## src/rtl/bp_pkg.sv

```systemverilog
// bp_pkg: shared definitions for the branch direction predictor.
//   - bp_cnt_e     : 2-bit saturating counter encoding (SNT/WNT/WT/ST)
//   - BP_CNT_RST   : counter value after reset (weakly not-taken)
//   - BP_STAT_W    : width of the branch/mispredict statistics counters
//   - bp_cnt_next  : saturating counter next-state function
package bp_pkg;

  typedef enum logic [1:0] {
    BP_SNT = 2'b00,
    BP_WNT = 2'b01,
    BP_WT  = 2'b10,
    BP_ST  = 2'b11
  } bp_cnt_e;

  localparam bp_cnt_e     BP_CNT_RST = BP_WNT;
  localparam int unsigned BP_STAT_W  = 16;

  // Move one step toward taken/not-taken, holding at the strong ends.
  function automatic bp_cnt_e bp_cnt_next(input bp_cnt_e cnt, input logic taken);
    bp_cnt_e nxt;
    nxt = cnt;
    case (cnt)
      BP_SNT: if (taken) nxt = BP_WNT;
      BP_WNT: if (taken) nxt = BP_WT;  else nxt = BP_SNT;
      BP_WT:  if (taken) nxt = BP_ST;  else nxt = BP_WNT;
      BP_ST:  if (!taken) nxt = BP_WT;
      default: nxt = BP_CNT_RST;
    endcase
    return nxt;
  endfunction

endpackage

```

## src/rtl/bp_counter_table.sv

```systemverilog
// bp_counter_table: ENTRIES x 2-bit saturating counter array.
// Ports:
//   clk_i, rst_i   clock; asynchronous active-high reset (all entries -> BP_CNT_RST)
//   rd_idx_i       combinational read index
//   rd_cnt_o       counter value at rd_idx_i (pre-update value on a same-cycle write)
//   we_i           write enable; counter at wr_idx_i steps on the rising edge
//   wr_idx_i       write index
//   wr_taken_i     direction of the step (1 = toward taken)
module bp_counter_table
  import bp_pkg::*;
#(
  parameter int unsigned ENTRIES = 16,
  localparam int unsigned IDXW = $clog2(ENTRIES)
) (
  input  logic            clk_i,
  input  logic            rst_i,
  input  logic [IDXW-1:0] rd_idx_i,
  output logic [1:0]      rd_cnt_o,
  input  logic            we_i,
  input  logic [IDXW-1:0] wr_idx_i,
  input  logic            wr_taken_i
);

  bp_cnt_e cnt_q [ENTRIES];
  bp_cnt_e wr_cnt_d;

  assign rd_cnt_o = cnt_q[rd_idx_i];

  always_comb begin
    wr_cnt_d = bp_cnt_next(cnt_q[wr_idx_i], wr_taken_i);
  end

  always_ff @(posedge clk_i or posedge rst_i) begin
    if (rst_i) begin
      for (int unsigned i = 0; i < ENTRIES; i++) begin
        cnt_q[i] <= BP_CNT_RST;
      end
    end else if (we_i) begin
      cnt_q[wr_idx_i] <= wr_cnt_d;
    end
  end

endmodule

```

## src/rtl/branch_predictor.sv

```systemverilog
// branch_predictor: bimodal (optionally gshare) branch direction predictor.
// Macro BP_GSHARE_EN: when defined, XORs a global history register into the
// lookup index and trains the counter that produced the prediction.
// Ports:
//   clk_i, rst_i        clock; asynchronous active-high reset
//   ID_pc_i             lookup PC (instruction in ID)
//   predict_o           predicted taken for ID_pc_i (combinational)
//   stall_i             ID/EX register held this cycle (gshare index capture only)
//   EX_Branch_i         EX holds a conditional branch; qualifies training/statistics
//   EX_Zero_i           resolved outcome, 1 = taken
//   EX_Predict_i        prediction that travelled with the EX branch
//   EX_pc_i             PC of the EX branch (update address, bimodal mode)
//   branch_cnt_o        resolved branches since reset (wraps)
//   mispredict_cnt_o    mispredicted branches since reset (wraps)
module branch_predictor
  import bp_pkg::*;
#(
  parameter int unsigned ENTRIES   = 16,
  parameter int unsigned INDEX_LSB = 2
) (
  input  logic                 clk_i,
  input  logic                 rst_i,
  input  logic [31:0]          ID_pc_i,
  output logic                 predict_o,
  input  logic                 stall_i,
  input  logic                 EX_Branch_i,
  input  logic                 EX_Zero_i,
  input  logic                 EX_Predict_i,
  input  logic [31:0]          EX_pc_i,
  output logic [BP_STAT_W-1:0] branch_cnt_o,
  output logic [BP_STAT_W-1:0] mispredict_cnt_o
);

  localparam int unsigned IDXW = $clog2(ENTRIES);

  logic [IDXW-1:0] id_idx;
  logic [IDXW-1:0] ex_idx;
  logic [IDXW-1:0] lookup_idx;
  logic [IDXW-1:0] update_idx;
  logic [1:0]      rd_cnt;

  assign id_idx = ID_pc_i[INDEX_LSB +: IDXW];
  assign ex_idx = EX_pc_i[INDEX_LSB +: IDXW];

`ifdef BP_GSHARE_EN
  logic [IDXW-1:0] ghr_q, ghr_d;
  logic [IDXW-1:0] idx_ex_q, idx_ex_d;

  // The EX PC cannot reproduce the hashed index once the GHR has moved on,
  // so the lookup index is carried alongside the instruction instead.
  always_comb begin
    ghr_d    = ghr_q;
    idx_ex_d = idx_ex_q;
    if (EX_Branch_i) ghr_d = {ghr_q[IDXW-2:0], EX_Zero_i};
    if (!stall_i)    idx_ex_d = lookup_idx;
  end

  always_ff @(posedge clk_i or posedge rst_i) begin
    if (rst_i) begin
      ghr_q    <= '0;
      idx_ex_q <= '0;
    end else begin
      ghr_q    <= ghr_d;
      idx_ex_q <= idx_ex_d;
    end
  end

  assign lookup_idx = id_idx ^ ghr_q;
  assign update_idx = idx_ex_q;
`else
  assign lookup_idx = id_idx;
  assign update_idx = ex_idx;
`endif

  bp_counter_table #(
    .ENTRIES (ENTRIES)
  ) u_table (
    .clk_i      (clk_i),
    .rst_i      (rst_i),
    .rd_idx_i   (lookup_idx),
    .rd_cnt_o   (rd_cnt),
    .we_i       (EX_Branch_i),
    .wr_idx_i   (update_idx),
    .wr_taken_i (EX_Zero_i)
  );

  assign predict_o = rd_cnt[1];

  logic [BP_STAT_W-1:0] branch_cnt_q, branch_cnt_d;
  logic [BP_STAT_W-1:0] mispredict_cnt_q, mispredict_cnt_d;

  always_comb begin
    branch_cnt_d     = branch_cnt_q;
    mispredict_cnt_d = mispredict_cnt_q;
    if (EX_Branch_i) begin
      branch_cnt_d = branch_cnt_q + 1'b1;
      if (EX_Predict_i != EX_Zero_i) mispredict_cnt_d = mispredict_cnt_q + 1'b1;
    end
  end

  always_ff @(posedge clk_i or posedge rst_i) begin
    if (rst_i) begin
      branch_cnt_q     <= '0;
      mispredict_cnt_q <= '0;
    end else begin
      branch_cnt_q     <= branch_cnt_d;
      mispredict_cnt_q <= mispredict_cnt_d;
    end
  end

  assign branch_cnt_o     = branch_cnt_q;
  assign mispredict_cnt_o = mispredict_cnt_q;

  logic unused_ok;
  assign unused_ok = ^{ID_pc_i, EX_pc_i, stall_i, ex_idx, rd_cnt[0]};

endmodule

```

## config.mk

```make
export PLATFORM = sky130hd
export DESIGN_NAME = branch_predictor
export DESIGN_NICKNAME = d
export VERILOG_FILES = /design/src/rtl/bp_pkg.sv /design/src/rtl/bp_counter_table.sv /design/src/rtl/branch_predictor.sv
export SDC_FILE = /design/constraint.sdc
export NUM_CORES = 1
export LEC_CHECK = 0
export BUFFER_PORTS_ARGS = -buffer_cell sky130_fd_sc_hd__buf_2
export CAP_MARGIN = 20
export CORE_ASPECT_RATIO = 0.5
export CORE_MARGIN = 4
export CORE_UTILIZATION = 51
export DETAILED_ROUTE_END_ITERATION = 6
export GPL_ROUTABILITY_DRIVEN = 1
export PLACE_DENSITY_LB_ADDON = 0.2
export SETUP_SLACK_MARGIN = 0.2
export SYNTH_ARGS = -nofsm -noshare
export SYNTH_HDL_FRONTEND = slang
export SYNTH_HIERARCHICAL = 1
export SYNTH_SLANG_ARGS = --single-unit
```

## constraint.sdc

```tcl
create_clock -name clk_i -period 3 [get_ports clk_i]
set_clock_uncertainty 0.2 [all_clocks]
set_input_delay 0.15 -clock clk_i [delete_from_list [all_inputs] [get_ports clk_i]]
set_output_delay 0.15 -clock clk_i [all_outputs]
set_load 0.005 [all_outputs]
```

# Yosys cells after proc, flatten, opt, wreduce, memory -nomap -nowiden
# Index checks and enable logic that the tools add are counted.
op_classes:
  add_sub_neg: 2
  n_lt_le_gt_ge: 3
  eq_ne: 4
  n_mux: 14
  bitwise_logic: 2
  n_reduce_logical: 3
op_table:
  columns: ["operator", "n"]
  rows:
  - ["adder 16 x 1 -> 16 bit, second input constant", 2]
  - ["bitwise mux 32 bit", 1]
  - ["2-to-1 mux 2 bit", 9]
  - ["binary-select mux 2 bit (select 4 bit)", 2]
  - ["greater-or-equal comparator 5 bit, second input constant", 2]
  - ["NOT 4 -> 5 bit", 2]
  - ["demux 2 bit (select 4 bit)", 1]
  - ["one-hot mux 2 bit (4 select lines)", 1]
  - ["< comparator 5 x 1 -> 1 bit, second input constant", 1]
  - ["equality test 2 bit, second input constant", 2]
  - ["equality test 2 x 1 -> 1 bit, second input constant", 1]
  - ["zero test 2 bit", 1]
  - ["AND reduction 2 bit", 1]
  - ["logical AND 1 bit", 1]
  - ["inequality test 1 bit", 1]
totals:
  register_bits: 64
  inputBits: 70
  out_inout_bits: 33
  word_cells: 46

# Logic depth before layout (Yosys ltp)
# Gate-level depths: netlist of run 1.
depth:
  word_depth: 7
  depth_mapped: 8
  mapped_depth_nobuf: 5

# Hierarchy
# The synthesis of run 1 kept the hierarchy.
modules_own_cells:
  columns: ["module", "instances", "cells_each", "area_per_inst_um2", "seq_area_each_um2"]
  rows:
  - ["bp_counter_table", 1, 134, 1925.6, 820.8]
  - ["branch_predictor", 1, 117, 1402.6, 800.8]

# Worst setup path before layout of run 1
# OpenSTA, ideal clock, no wires.
synth_path:
  path_type: "register to register"
  from: "reg u_table/cnt_q[17] (netlist name)"
  to: "reg u_table/cnt_q[19] (netlist name)"
  setup_ns: 0.125
  arrival_ns: 1.766
  t_required_ns: 2.675
  setup_slack_ns: 0.909
  path_stages_with_launch: 7
  n_path_buf: 1
  period_less_slack_ns: 2.091
  path_cell_list: "dfrtp_1 -> mux4_2 -> mux2i_4 -> o21ai_1 -> a32o_2 -> buf_6 -> mux2_2"
synth_via:
  elab_chain_len: 6
  elab_cells_between_ends: 11
  classes_between: "3 x eq/ne; 7 x mux; 1 x reduce/logical"
synth_lines:
  columns: ["item", "line", "text"]
  rows:
  - ["start: declaration", "bp_counter_table.sv:24", "bp_cnt_e cnt_q [ENTRIES];"]
  - ["start signal: indexed assignment", "bp_counter_table.sv:39", "cnt_q[wr_idx_i] <= wr_cnt_d;"]
  - ["binary-select mux 2 bit (select 4 bit) *", "bp_counter_table.sv:30", "wr_cnt_d = bp_cnt_next(cnt_q[wr_idx_i], wr_taken_i);"]
  - ["2-to-1 mux 2 bit (not written as such) * (2 in a row)", "bp_counter_table.sv:30", null]
  - ["equality test 2 bit (tied with other cells)", "bp_pkg.sv:22", "case (cnt)"]
  - ["one-hot mux 2 bit (4 select lines) *", "bp_pkg.sv:22", null]
  - ["bitwise mux 32 bit *", "bp_counter_table.sv:39", null]
# Mark *: on every way between the ends. The rest lies on a longest branch, timed or not. The select of a mux whose other input is x is not followed.
# A chain may end at the register's enable or synchronous reset.

# Worst setup path in the final report of run 1
layout_path:
  from: "reg u_table/cnt_q[25] (netlist name)"
  to: "reg u_table/cnt_q[5] (netlist name)"
# Same word-level chain as after synthesis.

==> results of run 1 <==
==> layout by cell type, fill, tap and decap left out, drive strengths merged <==
cell type	n
dfrtp	48
buf	47
mux2	36
xnor2	20
nand2	16
nor2	16
dfstp	16
mux4	13
clkbuf	12
xor2	11
nand3	10
nand4	8
nor3	8
nand3b	4
clkinv	4
mux2i	4
o21ai	4
and3	3
nand2b	3
inv	3
ha	2
a21oi	2
a32o	2
nor4	2
and4	1
or3	1
dlygate4sd3	1
nor3b	1
nor2b	1
==> metal layers <==
metal,GRT usage [%],share of wire (%),vias up,wire [um]
met1,22.5,44,1063,2780
met2,32.5,52,37,3300
met3,5.48,3.8,6,245
met5,0,0,-,0
li1,-,-,979,-
met4,4.80,0.75,0,48
==> where the power goes <==
| part | leakage, nW | internal (mW) | switching (mW) |
|---|---|---|---|
| clock network | 0.140 | 0.596 | 0.340 |
| registers | 0.810 | 1.13 | 0.189 |
| logic | 0.802 | 0.362 | 0.286 |
==> worst paths after layout <==
check / endpoint / cells past startpoint / start
max: u_table/cnt_q[5] / 5 / u_table/cnt_q[25]
min: branch_cnt_o[0] / 2 / EX_Branch_i
max reg2reg: u_table/cnt_q[5] / 5 / u_table/cnt_q[25]
min reg2reg: mispredict_cnt_o[15] / 1 / mispredict_cnt_o[15]
max in group asynchronous: u_table/cnt_q[15] / 4 / rst_i
min in group asynchronous: mispredict_cnt_o[3] / 4 / rst_i
==> sequential cells by signal, summed over array words and instances (netlist names) <==
signal and count:
branch_cnt_o 16, mispredict_cnt_o 16, u_table/cnt_q 32
==> final cells by class <==
class                   instances  area [um2]  share of cell area [%]
well taps                      88         110                    2.91
inverters                       3        11.3                   0.298
multi-input cells             168        1510                    40.0
repair buffers                 48         250                    6.62
clock inverters                 4        18.8                   0.497
clock buffers                  12         256                    6.79
flip-flops and latches         64        1620                    42.9
==> what timing repair did <==
item	4_1_cts	5_1_grt
setup endpoints to repair	0	0
buffers inserted	0	0
resized for setup	0	0
endpoints found under the hold margin	32	0
hold buffers	1	0
==> reports/metrics.csv, run 1 <==
stage,metric,value,unit
status,status,"finished, final reports clean",
timing,slew_headroom,58.1,%
floorplan,core,0.00608,mm2
finish,final_cells,387,
synth,synth.avg_cell_area,13.1,um2
finish,fin_area,0.00378,mm2
detailed_routing,drtAntennaViolNets,0,
pwr,total_power,2.90,mW
cts,cts_root_buf,clkbuf_16,
global_routing,grt_pass1_vias,2300,
critical_path,critPathKind,register to register,
synth,syn_nets,318,
pwr,peakVddDrop,0.287,mV
pwr,powerDensity,768,mW/mm2
cts,clockBufferDepth,2,
timing,fin_crit,2.29,ns
critical_path,regToRegSetupSlack,0.71,ns
detailed_routing,wire_per_inst,16.5,um
synth,yosys_warnings,6,
pwr,p_leak,1.75,nW
timing,finalHoldViolations,0,
finish,num-fill-cells,462,
floorplan,die_w,120,um
synth,postSynthCellCount,246,
finish,post-route-util,62.2,%
finish,drive_gt1_share,44.8,%
cts,cts.sinks,64,
cts,cts_buffers,9,
place,dp_hpwl,4480,um
timing,fin_tns_setup,0,ns
run,max_cap_violations,0,
timing,rsz0062_at_grt,false,
detailed_routing,drtIter0Drc,73,
timing,post-route-period-util,76.4,%
place,gp_congestion,0.788,
place,dp_slack,0.539,ns
detailed_routing,vias_per_cell,5.39,
worst_hold_path,hold_class,primary input to register,
critical_path,start_kind,register,
global_routing,grt-ovfl-total,0,
global_routing,grt_max_degree,33,
timing,tightest_slew,0.628,ns
cts,clk_latency,0.32,ns
detailed_routing,drt_pass1_iterations,4,
timing,fin_ws,0.709,ns
detailed_routing,num_vias,2085,
critical_path,arrival,2.29,ns
finish,antenna_cells,0,
global_routing,grt_pass1_wl,11100,um
global_routing,antenna_found_initial,0,
critical_path,crit_chain,mux4_2 -> mux2i_2 -> a21oi_1 -> a32o_2 -> mux2_2,
place,place_inst,370,
place,dpl_cell_area,0.00349,mm2
finish,nets,366,
critical_path,path_delay_family,multiplexers,
place,numPortBuffers,45,
floorplan,start_util,52.9,%
synth,netlist_area,0.00322,mm2
timing,finalSetupViolations,0,
critical_path,required,3.00,ns
cts,htreeDepth,3,
timing,whs,0.0343,ns
floorplan,io_pins,103,
detailed_routing,totalWireLength,6380,um
critical_path,crit_buf_inv,0,
cts,cts_tree,yes,
cts,path_clk_slew,0.05,ns
critical_path,end_kind,register,
critical_path,cpPeakStageDelay,0.49,ns
floorplan,dieArea,0.00772,mm2
detailed_routing,drc,0,
critical_path,crit_slowest_cell,mux4_2,
floorplan,rows,20,
finish,syn_to_final_growth,17.5,%
timing,max_freq,436,MHz
timing,maxSlewViolCount,0,
global_routing,gr-usage-all-layers,18.5,%
floorplan,die_y,64.1,um
critical_path,cp_max_fo,16,
Note: power is estimated with default switching activity, not from simulation.
==> inputs of run 2 (changes only) <==
ABC_AREA = 1   (was unset)
CORE_UTILIZATION = 53   (was 51)
clock period = 2.2 ns   (was 3 ns; I/O delays follow)
==> run 2 against run 1 <==
  * Sequential power increased by 27%
  * Synthesized area increased by 15%
  * Combinational power increased by 25%
==> reports/metrics.csv, run 2 <==
stage,metric,value,unit,change
synth,netlist_area,0.00368,mm2,was 0.00322 mm2
detailed_routing,drc,0,,unchanged
timing,fin_crit,1.80,ns,was 2.29 ns
cts,ctsResizeCount,0,,unchanged
cts,clockBufferDepth,2,,unchanged
cts,cts_hold_buf,2,,was 1
detailed_routing,drtAntennaViolNets,0,,unchanged
critical_path,crit_buf_inv,0,,unchanged
cts,htreeDepth,3,,unchanged
detailed_routing,vias_per_cell,5.08,,was 5.39
global_routing,antenna_found_initial,0,,unchanged
global_routing,grt_max_degree,33,,unchanged
place,dp_hpwl,5860,um,was 4480 um
detailed_routing,totalWireLength,8490,um,was 6380 um
synth,syn_nets,581,,was 318
critical_path,cpMostUsedCell,nand2_1,,
detailed_routing,drtIter0Drc,266,,was 73
timing,fin_tns_setup,0,ns,unchanged
global_routing,grt_pass1_vias,3176,,was 2300
cts,cts_root_buf,clkbuf_16,,unchanged
finish,largest-register,u_table/cnt_q,,unchanged
synth,postSynthCellCount,509,,was 246
critical_path,cp_max_fo,16,,unchanged
floorplan,die_w,126,um,was 120 um
floorplan,core,0.00673,mm2,was 0.00608 mm2
timing,finalHoldViolations,0,,unchanged
place,place_inst,639,,was 370
critical_path,end_kind,register,,unchanged
detailed_routing,drt_pass1_iterations,5,,was 4
finish,final_cells,657,,was 387
timing,max_freq,557,MHz,was 436 MHz
critical_path,crit_slowest_cell,dfstp_2,,was mux4_2
global_routing,grtUsageMet1,27.9,%,was 22.5%
worst_hold_path,hold_class,primary input to register,,unchanged
detailed_routing,wire_per_inst,12.9,um,was 16.5 um
floorplan,dieArea,0.00843,mm2,was 0.00772 mm2
global_routing,met3_usage,7.05,%,was 5.48%
timing,finalSetupViolations,0,,unchanged
cts,path_clk_slew,0.05,ns,about the same
pwr,peakVddDrop,0.523,mV,was 0.287 mV
timing,whs,0.0345,ns,was 0.0343 ns
finish,final_common_cell,nand2_1,,was dfrtp_1
critical_path,critPathKind,register to register,,unchanged
timing,maxSlewViolCount,0,,unchanged
cts,postCtsSetupRepairBufs,0,,unchanged
global_routing,global_route.peak_usage_layer,met2,,unchanged
critical_path,cpPeakStageDelay,0.53,ns,was 0.49 ns
timing,tightest_slew,0.416,ns,was 0.628 ns
finish,antenna_cells,0,,unchanged
timing,post-route-period-util,81.7,%,was 76.4%
cts,cts_buffers,9,,unchanged
critical_path,path_delay_family,simple AND/OR/NAND/NOR gates,,was multiplexers
place,gp_congestion,0.886,,was 0.788
detailed_routing,num_vias,3336,,was 2085
pwr,powerDensity,921,mW/mm2,was 768 mW/mm2
global_routing,gr-usage-all-layers,21.9,%,was 18.5%
timing,slew_headroom,72.2,%,was 58.1%
critical_path,required,2.27,ns,was 3.00 ns
finish,layout_common_cells,"nand2_1, inv_1, dfrtp_1",,"was dfrtp_1, buf_2, mux2_2"
floorplan,start_util,54.8,%,was 52.9%
cts,cts_tree,yes,,unchanged
synth,synth.avg_cell_area,7.24,um2,was 13.1 um2
cts,clk_latency,0.34,ns,was 0.32 ns
finish,nets,632,,was 366
pwr,p_leak,2.25,nW,was 1.75 nW
place,numPortBuffers,45,,unchanged
finish,largest_reg_flops,32,,unchanged
global_routing,grt_pass1_wl,14500,um,was 11100 um
finish,syn_to_final_growth,17.1,%,was 17.5%
timing,rsz0062_at_grt,false,,unchanged
critical_path,crit_chain,nand2_1 -> nand2_1 -> nand2_1 -> nand2_1 -> nand2_1 -> nand2_2 -> o21ai_1 -> nand2_2 -> nand3_1 -> nand2_1,,was mux4_2 -> mux2i_2 -> a21oi_1 -> a32o_2 -> mux2_2
run,max_cap_violations,0,,unchanged
critical_path,start_kind,register,,unchanged
global_routing,grt_util_met2,35.4,%,was 32.5%
global_routing,grt-ovfl-total,0,,unchanged
finish,drive_gt1_share,18.9,%,was 44.8%
synth,yosys_warnings,6,,unchanged
status,status,"finished, final reports clean",,unchanged
floorplan,io_pins,103,,unchanged
cts,cts.sinks,64,,unchanged
floorplan,rows,21,,was 20
floorplan,die_y,67.0,um,was 64.1 um
critical_path,arrival,1.87,ns,was 2.29 ns
run 2: worst paths after layout:
path / startpoint / endpoint / slack [ns] / cells after the start
worst min-delay path: EX_Predict_i / mispredict_cnt_o[0] / 0.03 / 4
max in group asynchronous: rst_i / u_table/cnt_q[26] / 1.24 / 4
worst min register to register: u_table/cnt_q[28] / u_table/cnt_q[28] / 0.27 / 2
worst max-delay path: u_table/cnt_q[20] / u_table/cnt_q[9] / 0.40 / 10
worst max register to register: u_table/cnt_q[20] / u_table/cnt_q[9] / 0.40 / 10
min in group asynchronous: rst_i / u_table/cnt_q[15] / 0.23 / 4
run 2: final cells by class:
class | count | area (um2)
fillers | 606 | 2410
multi-input cells | 365 | 1740
flip-flops and latches | 64 | 1620
repair buffers | 51 | 275
inverters | 69 | 259
clock buffers | 12 | 236
well taps | 92 | 115
clock inverters | 4 | 70.1
run 2: power breakdown:
group | switching, mW | total (mW) | internal, mW
Clock | 0.505 | 1.49 | 0.988
Combinational | 0.483 | 0.810 | 0.327
Sequential | 0.222 | 1.67 | 1.45
Total | 1.21 | 3.97 | 2.76
run 2: stage by stage:
stage                     util (%)  cell area (um2)  total power [mW]  setup WS [ns]
final                         64.1             4310              3.97          0.403
after global routing          64.1             4310              4.20          0.252
after CTS                     64.1             4310              4.01          0.424
after detailed placement      59.3             3990              2.49          0.334
after global placement        59.3             3990              2.48          0.357
after floorplan                  -             3680              2.21          0.618
run 2: routing by layer:
metal  wire length, um  part of all wire (%)
met1              4000                    47
met2              3800                    45
met3               562                   6.6
met4               129                   1.5
met5                 0                     0
run 2: worst reg2reg max path, cell delays in order, from the launching register on:
cell     delay [ns]
dfstp_2        0.53
nand2_1        0.05
nand2_1        0.08
nand2_1        0.05
nand2_1        0.06
nand2_1        0.06
nand2_2        0.10
o21ai_1        0.09
nand2_2        0.28
nand3_1        0.16
nand2_1        0.09
